### config.mk
export PLATFORM = sky130hd
export DESIGN_NAME = mpc_operand_sequencer
export DESIGN_NICKNAME = d
export VERILOG_FILES = /design/src/rtl/mpc_seq_pkg.sv /design/src/rtl/mpc_operand_narrow.sv /design/src/rtl/mpc_operand_sequencer.sv
export SDC_FILE = /design/constraint.sdc
export NUM_CORES = 1
export LEC_CHECK = 0
export ABC_AREA = 1
export BUFFER_PORTS_ARGS = -buffer_cell sky130_fd_sc_hd__buf_2
export CAP_MARGIN = 40
export CORE_ASPECT_RATIO = 1.5
export CORE_MARGIN = 5
export CORE_UTILIZATION = 47
export DETAILED_ROUTE_END_ITERATION = 8
export GPL_TIMING_DRIVEN = 1
export HOLD_SLACK_MARGIN = 0.1
export PLACE_DENSITY = 0.89
export SKIP_LAST_GASP = 1
export SYNTH_ARGS = -nofsm -noshare
export SYNTH_HDL_FRONTEND = slang
export SYNTH_HIERARCHICAL = 1
export SYNTH_SLANG_ARGS = --single-unit
### constraint.sdc
create_clock -name ap_clk -period 2.7 [get_ports ap_clk]
set_input_delay 0.405 -clock ap_clk [delete_from_list [all_inputs] [get_ports ap_clk]]
set_output_delay 0.405 -clock ap_clk [all_outputs]
set_load 0.03 [all_outputs]
### src/rtl/mpc_seq_pkg.sv
// Shared constants, state encoding and operand payload for the MPC operand sequencer.
package mpc_seq_pkg;

  localparam int unsigned IN_W     = 32;
  localparam int unsigned OPER_W   = 21;
  localparam int unsigned SEL_W    = 2;
  localparam int unsigned NUM_OPER = 3;

  localparam logic [SEL_W-1:0]  SEL_LAST = SEL_W'(NUM_OPER - 1);
  localparam logic [OPER_W-1:0] SAT_MAX  = {1'b0, {(OPER_W-1){1'b1}}};
  localparam logic [OPER_W-1:0] SAT_MIN  = {1'b1, {(OPER_W-1){1'b0}}};

  typedef enum logic [1:0] {
    IDLE  = 2'd0,
    ISSUE = 2'd1,
    DONE  = 2'd2
  } state_t;

  typedef struct packed {
    logic [OPER_W-1:0] d2;
    logic [OPER_W-1:0] d1;
    logic [OPER_W-1:0] d0;
  } oper_set_t;

endpackage

### src/rtl/mpc_operand_narrow.sv
// Combinational IN_W -> OPER_W operand narrowing.
// MPC_OPERAND_SAT_EN selects signed saturation; otherwise plain truncation.
module mpc_operand_narrow
  import mpc_seq_pkg::*;
(
  input  logic [IN_W-1:0]   i_raw,
  output logic [OPER_W-1:0] o_narrow_c
);

`ifdef MPC_OPERAND_SAT_EN
  logic w_sign;
  logic w_ovf;

  // Value fits when every bit above the narrowed sign bit matches the source sign.
  assign w_sign     = i_raw[IN_W-1];
  assign w_ovf      = (i_raw[IN_W-1:OPER_W-1] != {(IN_W-OPER_W+1){w_sign}});
  assign o_narrow_c = !w_ovf ? i_raw[OPER_W-1:0] : (w_sign ? SAT_MIN : SAT_MAX);
`else
  logic w_unused_hi;

  assign w_unused_hi = ^i_raw[IN_W-1:OPER_W];
  assign o_narrow_c  = i_raw[OPER_W-1:0];
`endif

endmodule

### src/rtl/mpc_operand_sequencer.sv
// Captures three operands on ap_start, narrows them and issues mux selects 0..2 under valid/ready.
// Build option: MPC_OPERAND_SAT_EN (saturating narrow, see mpc_operand_narrow).
module mpc_operand_sequencer
  import mpc_seq_pkg::*;
(
  input  logic              ap_clk,
  input  logic              ap_rst,
  input  logic              ap_start,
  output logic              ap_ready,
  output logic              ap_done,
  output logic              ap_idle,
  input  logic [IN_W-1:0]   in0,
  input  logic [IN_W-1:0]   in1,
  input  logic [IN_W-1:0]   in2,
  output logic [OPER_W-1:0] din0_o,
  output logic [OPER_W-1:0] din1_o,
  output logic [OPER_W-1:0] din2_o,
  output logic [SEL_W-1:0]  sel_o,
  output logic              sel_vld_o,
  input  logic              sel_rdy_i
);

  state_t            r_state, w_state;
  oper_set_t         r_din, w_din;
  logic [SEL_W-1:0]  r_sel, w_sel;
  logic              r_vld, w_vld;
  logic              r_done, w_done;
  logic              r_idle, w_idle;
  logic              w_ready;
  logic [OPER_W-1:0] w_nar0, w_nar1, w_nar2;

  mpc_operand_narrow u_narrow0 (.i_raw(in0), .o_narrow_c(w_nar0));
  mpc_operand_narrow u_narrow1 (.i_raw(in1), .o_narrow_c(w_nar1));
  mpc_operand_narrow u_narrow2 (.i_raw(in2), .o_narrow_c(w_nar2));

  // State and output registers.
  always_ff @(posedge ap_clk) begin
    if (ap_rst) begin
      r_state <= IDLE;
      r_din   <= '0;
      r_sel   <= '0;
      r_vld   <= 1'b0;
      r_done  <= 1'b0;
      r_idle  <= 1'b1;
    end else begin
      r_state <= w_state;
      r_din   <= w_din;
      r_sel   <= w_sel;
      r_vld   <= w_vld;
      r_done  <= w_done;
      r_idle  <= w_idle;
    end
  end

  // Next-state and next-output logic.
  always_comb begin
    w_state = r_state;
    w_din   = r_din;
    w_sel   = r_sel;
    w_vld   = r_vld;
    w_done  = 1'b0;
    w_idle  = 1'b0;
    w_ready = 1'b0;
    case (r_state)
      IDLE: begin
        w_idle = 1'b1;
        if (ap_start) begin
          w_ready = 1'b1;
          w_din   = '{d2: w_nar2, d1: w_nar1, d0: w_nar0};
          w_sel   = '0;
          w_vld   = 1'b1;
          w_idle  = 1'b0;
          w_state = ISSUE;
        end
      end
      ISSUE: begin
        if (sel_rdy_i) begin
          if (r_sel == SEL_LAST) begin
            w_vld   = 1'b0;
            w_done  = 1'b1;
            w_state = DONE;
          end else begin
            w_sel = SEL_W'(r_sel + SEL_W'(1));
          end
        end
      end
      DONE: begin
        w_idle  = 1'b1;
        w_state = IDLE;
      end
      default: begin
        w_vld   = 1'b0;
        w_idle  = 1'b1;
        w_state = IDLE;
      end
    endcase
  end

  // ap_ready is the capture strobe itself, so it is asserted in the cycle ap_start is sampled.
  assign ap_ready  = w_ready & ~ap_rst;
  assign ap_done   = r_done;
  assign ap_idle   = r_idle;
  assign din0_o    = r_din.d0;
  assign din1_o    = r_din.d1;
  assign din2_o    = r_din.d2;
  assign sel_o     = r_sel;
  assign sel_vld_o = r_vld;

endmodule

==> metrics.md, run 1 <==
| Metric | Value |
|---|---|
| Total routing resource utilization after global routing | 15.6% |
| Setup repair bufs after CTS | 0 |
| Count of TritonRoute iterations in the first routing pass | 4 |
| Antenna violations before repair | 0 |
| Finished Core Util | 55.4% |
| Vias in the first global route | 2261 |
| Beginning of the critical path | r_state[1] |
| Number of warnings reported in the yosys synthesis log | 6 |
| Post-Place Worst Slack | 1.07 ns |
| Via density per instance | 4.54 |
| Worst r2r src | r_state[1] |
| Syn Nets | 482 |
| Final setup violation count | 0 |
| Cells traversed along the worst timing path | nor2_2 > nand2_2 > buf_4 > nor2_1 > buf_2 |
| Crit path max fanout | 29 |
| Most used flip-flop cell after synthesis | sky130_fd_sc_hd__dfxtp_1 |
| Number of maximum-capacitance violations | 0 |
| Hold Violations, Final | 0 |
| Fmax | 525 MHz |
| Core Rows | 35 |
| Critical path class | register to output port |
| CP Capture Type | output port |
| Post-route DRC violation count | 0 |
| ANT cells | 0 |
| I/O pins | 169 |
| Critical path buffer and inverter count | 2 |
| Layout cell share with drive strength beyond 1 | 35.1% |
| Total of flip-flops plus latches after synthesis | 70 |
| Total number of H-tree levels | 3 |
| Delay-heaviest family, CP | buffers and inverters |
| Leading cell types by total area after synthesis | sky130_fd_sc_hd__dfxtp_1, sky130_fd_sc_hd__nor2_1, sky130_fd_sc_hd__buf_4 |
| Core area | 6170 um^2 |
| Final Max Slew Viols | 0 |
| Cell chosen for the clock root | sky130_fd_sc_hd__clkbuf_8 |
| Post-route fraction of the period consumed by the critical path | 70.6% |
| Detailed Route WL | 6.37 mm |
| Total Die Area | 8070 um^2 |
| Worst hold slack | 0.299 ns |
| Placed wire-length estimate after detailed placement | 4.73 mm |
| Static Leakage | 1.73 nW |
| Final Total Pwr | 0.00272 W |
| Unrepaired setup endpoints after global routing | no |
| Most area-hungry cell type in the Yosys netlist | sky130_fd_sc_hd__dfxtp_1 |
| Cell with the most instances after synthesis | sky130_fd_sc_hd__nor2_1 |
| CP Launch Type | register |
| Post-synthesis async set-or-reset flop share | 0% |
| Die Y | 108 um |
| Arrival time at the worst endpoint | 1.50 ns |
| Mean post-synth cell area | 7.82 um^2 |
| HP Class | input port to register |
| CP Data Required Time | 2.30 ns |
| Initial Util | 48.3% |
| Count of instances resized after the clock tree is built | 0 |
| Path depth of the worst reg2reg path | 6 |
| Clk slew on worst S/H paths | 0.08 ns |
| Global-route congestion overflow total | 0 |
| Inserted Clock Buffers | 9 |
| Die width | 75.0 um |
| Cell count along the critical path | 5 |
| CTS sink cnt | 70 |
| Slowest cell on crit path | sky130_fd_sc_hd__dfxtp_1 |
| Global-route wire length before repair | 9.77 mm |
| Largest vdd supply drop | 529 uV |
| Netlist area before placement | 2980 um^2 |
| Result of the run | completed |
| Largest net degree at the start of global routing | 53 |
| Delay contributed by the slowest stage of the critical path | 0.35 ns |
| Quantity of I/O buffers inserted on ports | 135 |
| Top cells by instance count after synthesis | sky130_fd_sc_hd__nor2_1, sky130_fd_sc_hd__dfxtp_1, sky130_fd_sc_hd__buf_4 |
| Hold Path Depth | 3 |
| Count of mapped cells out of synthesis | 381 |
| Average wire per standard cell | 12.1 um |
| Headroom to the max-slew limit | 70.6% |
| Proportion of synthesized chip area in sequential cells | 47.0% |
| Synth top area share | 47.0% |
| Total via count after detailed routing | 2393 |
| Later-pin clock latency in the skew report | 0.33 ns |
| Area added between synthesis and finish | 14.8% |
| Quantity of hold-fixing buffers added after cts | 0 |
| Antenna viol nets, final | 0 |
| Shortest clock period the worst path allows after layout | 1.91 ns |
| Total power density per cell area | 796 nW/um^2 |
| Max Root-Sink Buffers | 2 |
| RePlAce Congestion | 0.779 |
| Fin nets | 549 |
| Number of fillers in the final layout | 578 |
| Yosys cell types | 21 |
| Min-delay src | in1[5] |
| Least-Margin Pin Slew | 0.440 ns |
| Worst path setup slack after routing | 0.794 ns |
| Starting DRC count in detailed routing | 138 |
| Number of flops mapped to enable cells by yosys | 0 |
| Aggregate negative setup slack | 0 ns |
| TritonCTS clock tree | done |
| Clk_skew | 0.00963 ns |
-- layout make-up --
class	count	area [um^2]	share of cell area (%)
multi-input cells	218	928	27.1
flip-flops and latches	70	1400	41.0
clock inverters	6	91.3	2.67
clock buffers	10	138	4.02
well taps	74	92.6	2.71
repair buffers	139	731	21.4
inverters	10	38.8	1.13
-- kinds of logic (layout without fill, tap and decap cells) --
logic type                 after synthesis  in the layout  share of synthesized area [%]
and+or+nand+nor                        150            150                           19.4
buffers and inverters                   93            165                           21.8
DFF                                     70             70                           47.0
AOI/OAI and AO/OA                       67             67                           11.4
adders and majority gates                1              1                          0.420
-- path summary, 6_finish.rpt --
path	end	slack, ns
setup / recovery	ap_ready	0.79
hold / removal	din1_o[5]	0.30
setup reg to reg	din0_o[6]	1.13
hold reg to reg	sel_vld_o	0.47
-- sequential cells by signal, summed over array words and instances (netlist names) --
signal     count
sel_vld_o      1
ap_done        1
din2_o        21
din1_o        21
r_state        2
din0_o        21
sel_o          2
ap_idle        1
-- worst register-to-register path: cells and delay by family, from the launching register on --
kind | cells | cell delay (ns)
AO/OA/AOI/OAI | 1 | 0.13
flip-flops | 1 | 0.41
buffers and inverters | 2 | 0.72
AND/OR/NAND/NOR | 3 | 0.26
-- routing by layer --
metal  part of all wire (%)  vias to the layer above  global-route usage (%)
met1                     37                     1026                    15.2
met4                    1.9                        0                    6.74
met5                      0                        -                       0
li1                       -                     1279                       -
met3                    7.4                        9                    5.42
met2                     54                       79                    28.5
-- through the flow --
stage	instance area [um^2]	cells
after global routing	3420	527
after global placement	3170	510
final	3420	527
after floorplan	2980	381
after detailed placement	3190	511
after CTS	3420	527
-- power breakdown --
group	leakage, nW	switching [W]	total [W]	internal (W)
registers	0.580	0.0000473	0.00118	0.00113
clock network	0.117	0.000394	0.000946	0.000552
logic	1.04	0.000407	0.000596	0.000188
-- placed cells by master, fill, tap and decap left out --
cell | netlist | final
sky130_fd_sc_hd__a21oi_1 | 1 | 1
sky130_fd_sc_hd__a31oi_1 | 1 | 1
sky130_fd_sc_hd__buf_12 | 0 | 2
sky130_fd_sc_hd__buf_2 | 5 | 135
sky130_fd_sc_hd__buf_4 | 66 | 2
sky130_fd_sc_hd__bufinv_16 | 0 | 2
sky130_fd_sc_hd__clkbuf_8 | 0 | 10
sky130_fd_sc_hd__clkinv_2 | 1 | 2
sky130_fd_sc_hd__clkinv_4 | 0 | 1
sky130_fd_sc_hd__dfxtp_1 | 70 | 70
sky130_fd_sc_hd__ha_1 | 1 | 1
sky130_fd_sc_hd__inv_1 | 8 | 8
sky130_fd_sc_hd__inv_2 | 1 | 1
sky130_fd_sc_hd__inv_6 | 0 | 2
sky130_fd_sc_hd__nand2_1 | 9 | 9
sky130_fd_sc_hd__nand2_2 | 1 | 1
sky130_fd_sc_hd__nand3_1 | 3 | 3
sky130_fd_sc_hd__nor2_1 | 134 | 134
sky130_fd_sc_hd__nor2_2 | 1 | 1
sky130_fd_sc_hd__nor4_1 | 2 | 2
sky130_fd_sc_hd__o21ai_0 | 14 | 14
sky130_fd_sc_hd__o21ai_1 | 50 | 50
sky130_fd_sc_hd__o21bai_1 | 1 | 1
No activity file was read; power rests on OpenSTA's default activity.
==> run 2, diff against run 1 <==
--- a/config.mk
+++ b/config.mk
@@ -10,11 +10,11 @@
 export CAP_MARGIN = 40
 export CORE_ASPECT_RATIO = 1.5
 export CORE_MARGIN = 5
-export CORE_UTILIZATION = 47
+export CORE_UTILIZATION = 40
 export DETAILED_ROUTE_END_ITERATION = 8
 export GPL_TIMING_DRIVEN = 1
 export HOLD_SLACK_MARGIN = 0.1
-export PLACE_DENSITY = 0.89
+export PLACE_DENSITY = 0.81
 export SKIP_LAST_GASP = 1
 export SYNTH_ARGS = -nofsm -noshare
 export SYNTH_HDL_FRONTEND = slang
==> constraint.sdc (replaced) <==
create_clock -name ap_clk -period 1.6 [get_ports ap_clk]
set_input_delay 0.24 -clock ap_clk [delete_from_list [all_inputs] [get_ports ap_clk]]
set_output_delay 0.24 -clock ap_clk [all_outputs]
set_load 0.03 [all_outputs]
==> metrics.md, run 2 (synthesis results as in run 1) <==
| Metric | Value |
|---|---|
| Min-delay src | in1[15] |
| Cells traversed along the worst timing path | nor2_2 > nand2_4 > nor2_2 > buf_4 |
| Slowest cell on crit path | sky130_fd_sc_hd__dfxtp_1 |
| Delay contributed by the slowest stage of the critical path | 0.35 ns (about the same) |
| Setup repair bufs after CTS | 0 (unchanged) |
| Largest vdd supply drop | 585 uV (+11%) |
| Share of total power in sequential cells | 47.7% (+4.3 points) |
| Total Die Area | 9310 um^2 (+15%) |
| Arrival time at the worst endpoint | 1.25 ns (-0.25 ns) |
| Total power density per cell area | 1230 nW/um^2 (+55%) |
| Number of maximum-capacitance violations | 0 (unchanged) |
| I/O pins | 169 (unchanged) |
| Unrepaired setup endpoints after global routing | no |
| Cell-internal power | 0.00281 W (+50%) |
| Proportion of power drawn by combinational gates | 24.2% (+2.3 points) |
| Path depth of the worst reg2reg path | 6 (unchanged) |
| Result of the run | completed |
| Post-route DRC violation count | 0 (unchanged) |
| Most used cells in the layout excluding fill and tap cells | sky130_fd_sc_hd__buf_2, sky130_fd_sc_hd__nor2_1, sky130_fd_sc_hd__dfxtp_1 |
| Setup slack on the worst flop-to-flop path | 0.32 ns (-0.81 ns) |
| Total number of H-tree levels | 3 (unchanged) |
| Average wire per standard cell | 11.7 um (-3.0%) |
| Cell chosen for the clock root | sky130_fd_sc_hd__clkbuf_8 |
| Largest net degree at the start of global routing | 37 (-30%) |
| Shortest clock period the worst path allows after layout | 1.49 ns |
| Fmax | 671 MHz |
| Clk_skew | 0.00722 ns (-0.00241 ns) |
| Inserted Clock Buffers | 9 (unchanged) |
| Core area | 7270 um^2 (+18%) |
| Total routing resource utilization after global routing | 14.4% (-1.2 points) |
| Hold Path Depth | 3 (unchanged) |
| Antenna violations before repair | 0 (unchanged) |
| Critical path class | register to output port |
| Area of combinational cells with multiple inputs | 936 um^2 (+0.81%) |
| Via density per instance | 4.40 (-3.1%) |
| Endpoint of the worst-slack reg-to-reg timing path | din2_o[11] |
| Number of fillers in the final layout | 725 (+25%) |
| Detailed Route WL | 6.48 mm (+1.7%) |
| Later-pin clock latency in the skew report | 0.33 ns (about the same) |
| Clk slew on worst S/H paths | 0.07 ns (about the same) |
| Switch Pwr | 0.00136 W (+60%) |
| Headroom to the max-slew limit | 78.2% (+7.6 points) |
| Global-route congestion overflow total | 0 (unchanged) |
| Die Y | 116 um (+7.6%) |
| Final Total Pwr | 0.00417 W (+53%) |
| Total via count after detailed routing | 2434 (+1.7%) |
| CP Launch Type | register |
| Global-route wire length before repair | 10.3 mm (+5.2%) |
| Hold worst-path end | din1_o[15] |
| Least-Margin Pin Slew | 0.327 ns (-0.113 ns) |
| Fin nets | 551 (+0.36%) |
| RePlAce Congestion | 0.751 (-3.6%) |
| TritonCTS clock tree | done |
| Final Max Slew Viols | 0 (unchanged) |
| CTS sink cnt | 70 (unchanged) |
| Post-route design area | 3380 um^2 (-1.2%) |
| Quantity of hold-fixing buffers added after cts | 0 (unchanged) |
| Core Rows | 38 (+8.6%) |
| Worst r2r src | r_state[0] |
| CP Capture Type | output port |
| Antenna viol nets, final | 0 (unchanged) |
| Final setup violation count | 0 (unchanged) |
| Max Root-Sink Buffers | 2 (unchanged) |
| Starting DRC count in detailed routing | 130 (-5.8%) |
| Post-route fraction of the period consumed by the critical path | 93.2% |
| Vias in the first global route | 2258 (-0.13%) |
| Layout cell share with drive strength beyond 1 | 34.9% (-0.22 points) |
| Finished Core Util | 46.5% (-8.9 points) |
| Hold Violations, Final | 0 (unchanged) |
| Quantity of I/O buffers inserted on ports | 135 (unchanged) |
| Critical Path Most Common Cell | sky130_fd_sc_hd__nor2_2 |
| Cell area after placement | 3210 um^2 (+0.71%) |
| Initial Util | 41.0% (-7.3 points) |
| Die width | 80.5 um (+7.3%) |
| Crit path max fanout | 8 (-72%) |
| HP Class | input port to register |
| Static Leakage | 1.70 nW (-1.8%) |
| Register cell area after layout | 1400 um^2 (unchanged) |
| Portion of total power attributed to the clock network | 28.1% (-6.7 points) |
| ANT cells | 0 (unchanged) |
| Most common library cell in the layout ignoring fill and taps | sky130_fd_sc_hd__buf_2 |
| Count of TritonRoute iterations in the first routing pass | 4 (unchanged) |
| Aggregate negative setup slack | 0 ns (unchanged) |
| CP Data Required Time | 1.36 ns (-0.94 ns) |
| Placed wire-length estimate after detailed placement | 4.81 mm (+1.6%) |
| Area added between synthesis and finish | 13.4% |
| Switching Share | 32.5% (+1.3 points) |
run 2: changes by cell type in the layout (fill, tap and decap cells not counted), sizes merged:
cell	before	now
buf	139	141
bufinv	2	0
clkbuf	10	12
inv	11	9
run 2: worst max-delay path by stage:
stage	slack, ns	end	cells after the start	from
after floorplan	0.24	sel_vld_o	5	r_state[1]
after global placement	0.36	din2_o[6]	6	r_state[1]
after detailed placement	0.30	din0_o[13]	5	r_state[1]
after CTS	0.004	ap_ready	4	r_state[1]
after global routing	0.02	ap_ready	4	r_state[0]
final	0.11	ap_ready	4	r_state[0]
run 2: power groups by stage:
stage	sequential (W)	clock (W)	combinational (W)
floorplan	0.00236	0	0.000494
global placement	0.00202	0	0.000997
detailed placement	0.00203	0	0.00102
CTS	0.00199	0.00124	0.00102
global route	0.00201	0.00132	0.00112
finish	0.00199	0.00117	0.00101
run 2: critical path: cells and delay by family, from the launching register on:
kind | cells | cell delay (ns)
AND/OR/NAND/NOR | 3 | 0.40
flip-flops | 1 | 0.35
buffers and inverters | 1 | 0.17
run 2: layer usage:
metal	global-route usage, %	wire [um]
met5	0	0
met4	8.57	257
met3	5.29	538
met2	25.2	3290
met1	14.3	2390
run 2: area by class of cell:
cell class | count | area share [%]
clock inverters | 2 | 0.296
multi-input cells | 218 | 27.7
clock buffers | 12 | 4.29
flip-flops and latches | 70 | 41.5
inverters | 10 | 1.15
repair buffers | 141 | 21.4
well taps | 100 | 3.70
run 2: stage by stage:
stage	setup WS, ns	std cells	hold WS (ns)
floorplan	0.244	381	0.309
global placement	0.359	539	0.458
detailed placement	0.302	539	0.466
CTS	0.00351	553	0.116
global route	0.0153	553	0.133
finish	0.109	553	0.140
run 2: timing repair:
action / 4_1_cts / 5_1_grt
endpoints found under the setup margin: 0 / 1
gates resized for setup: 0 / 4
endpoints found under the hold margin: 0 / 0
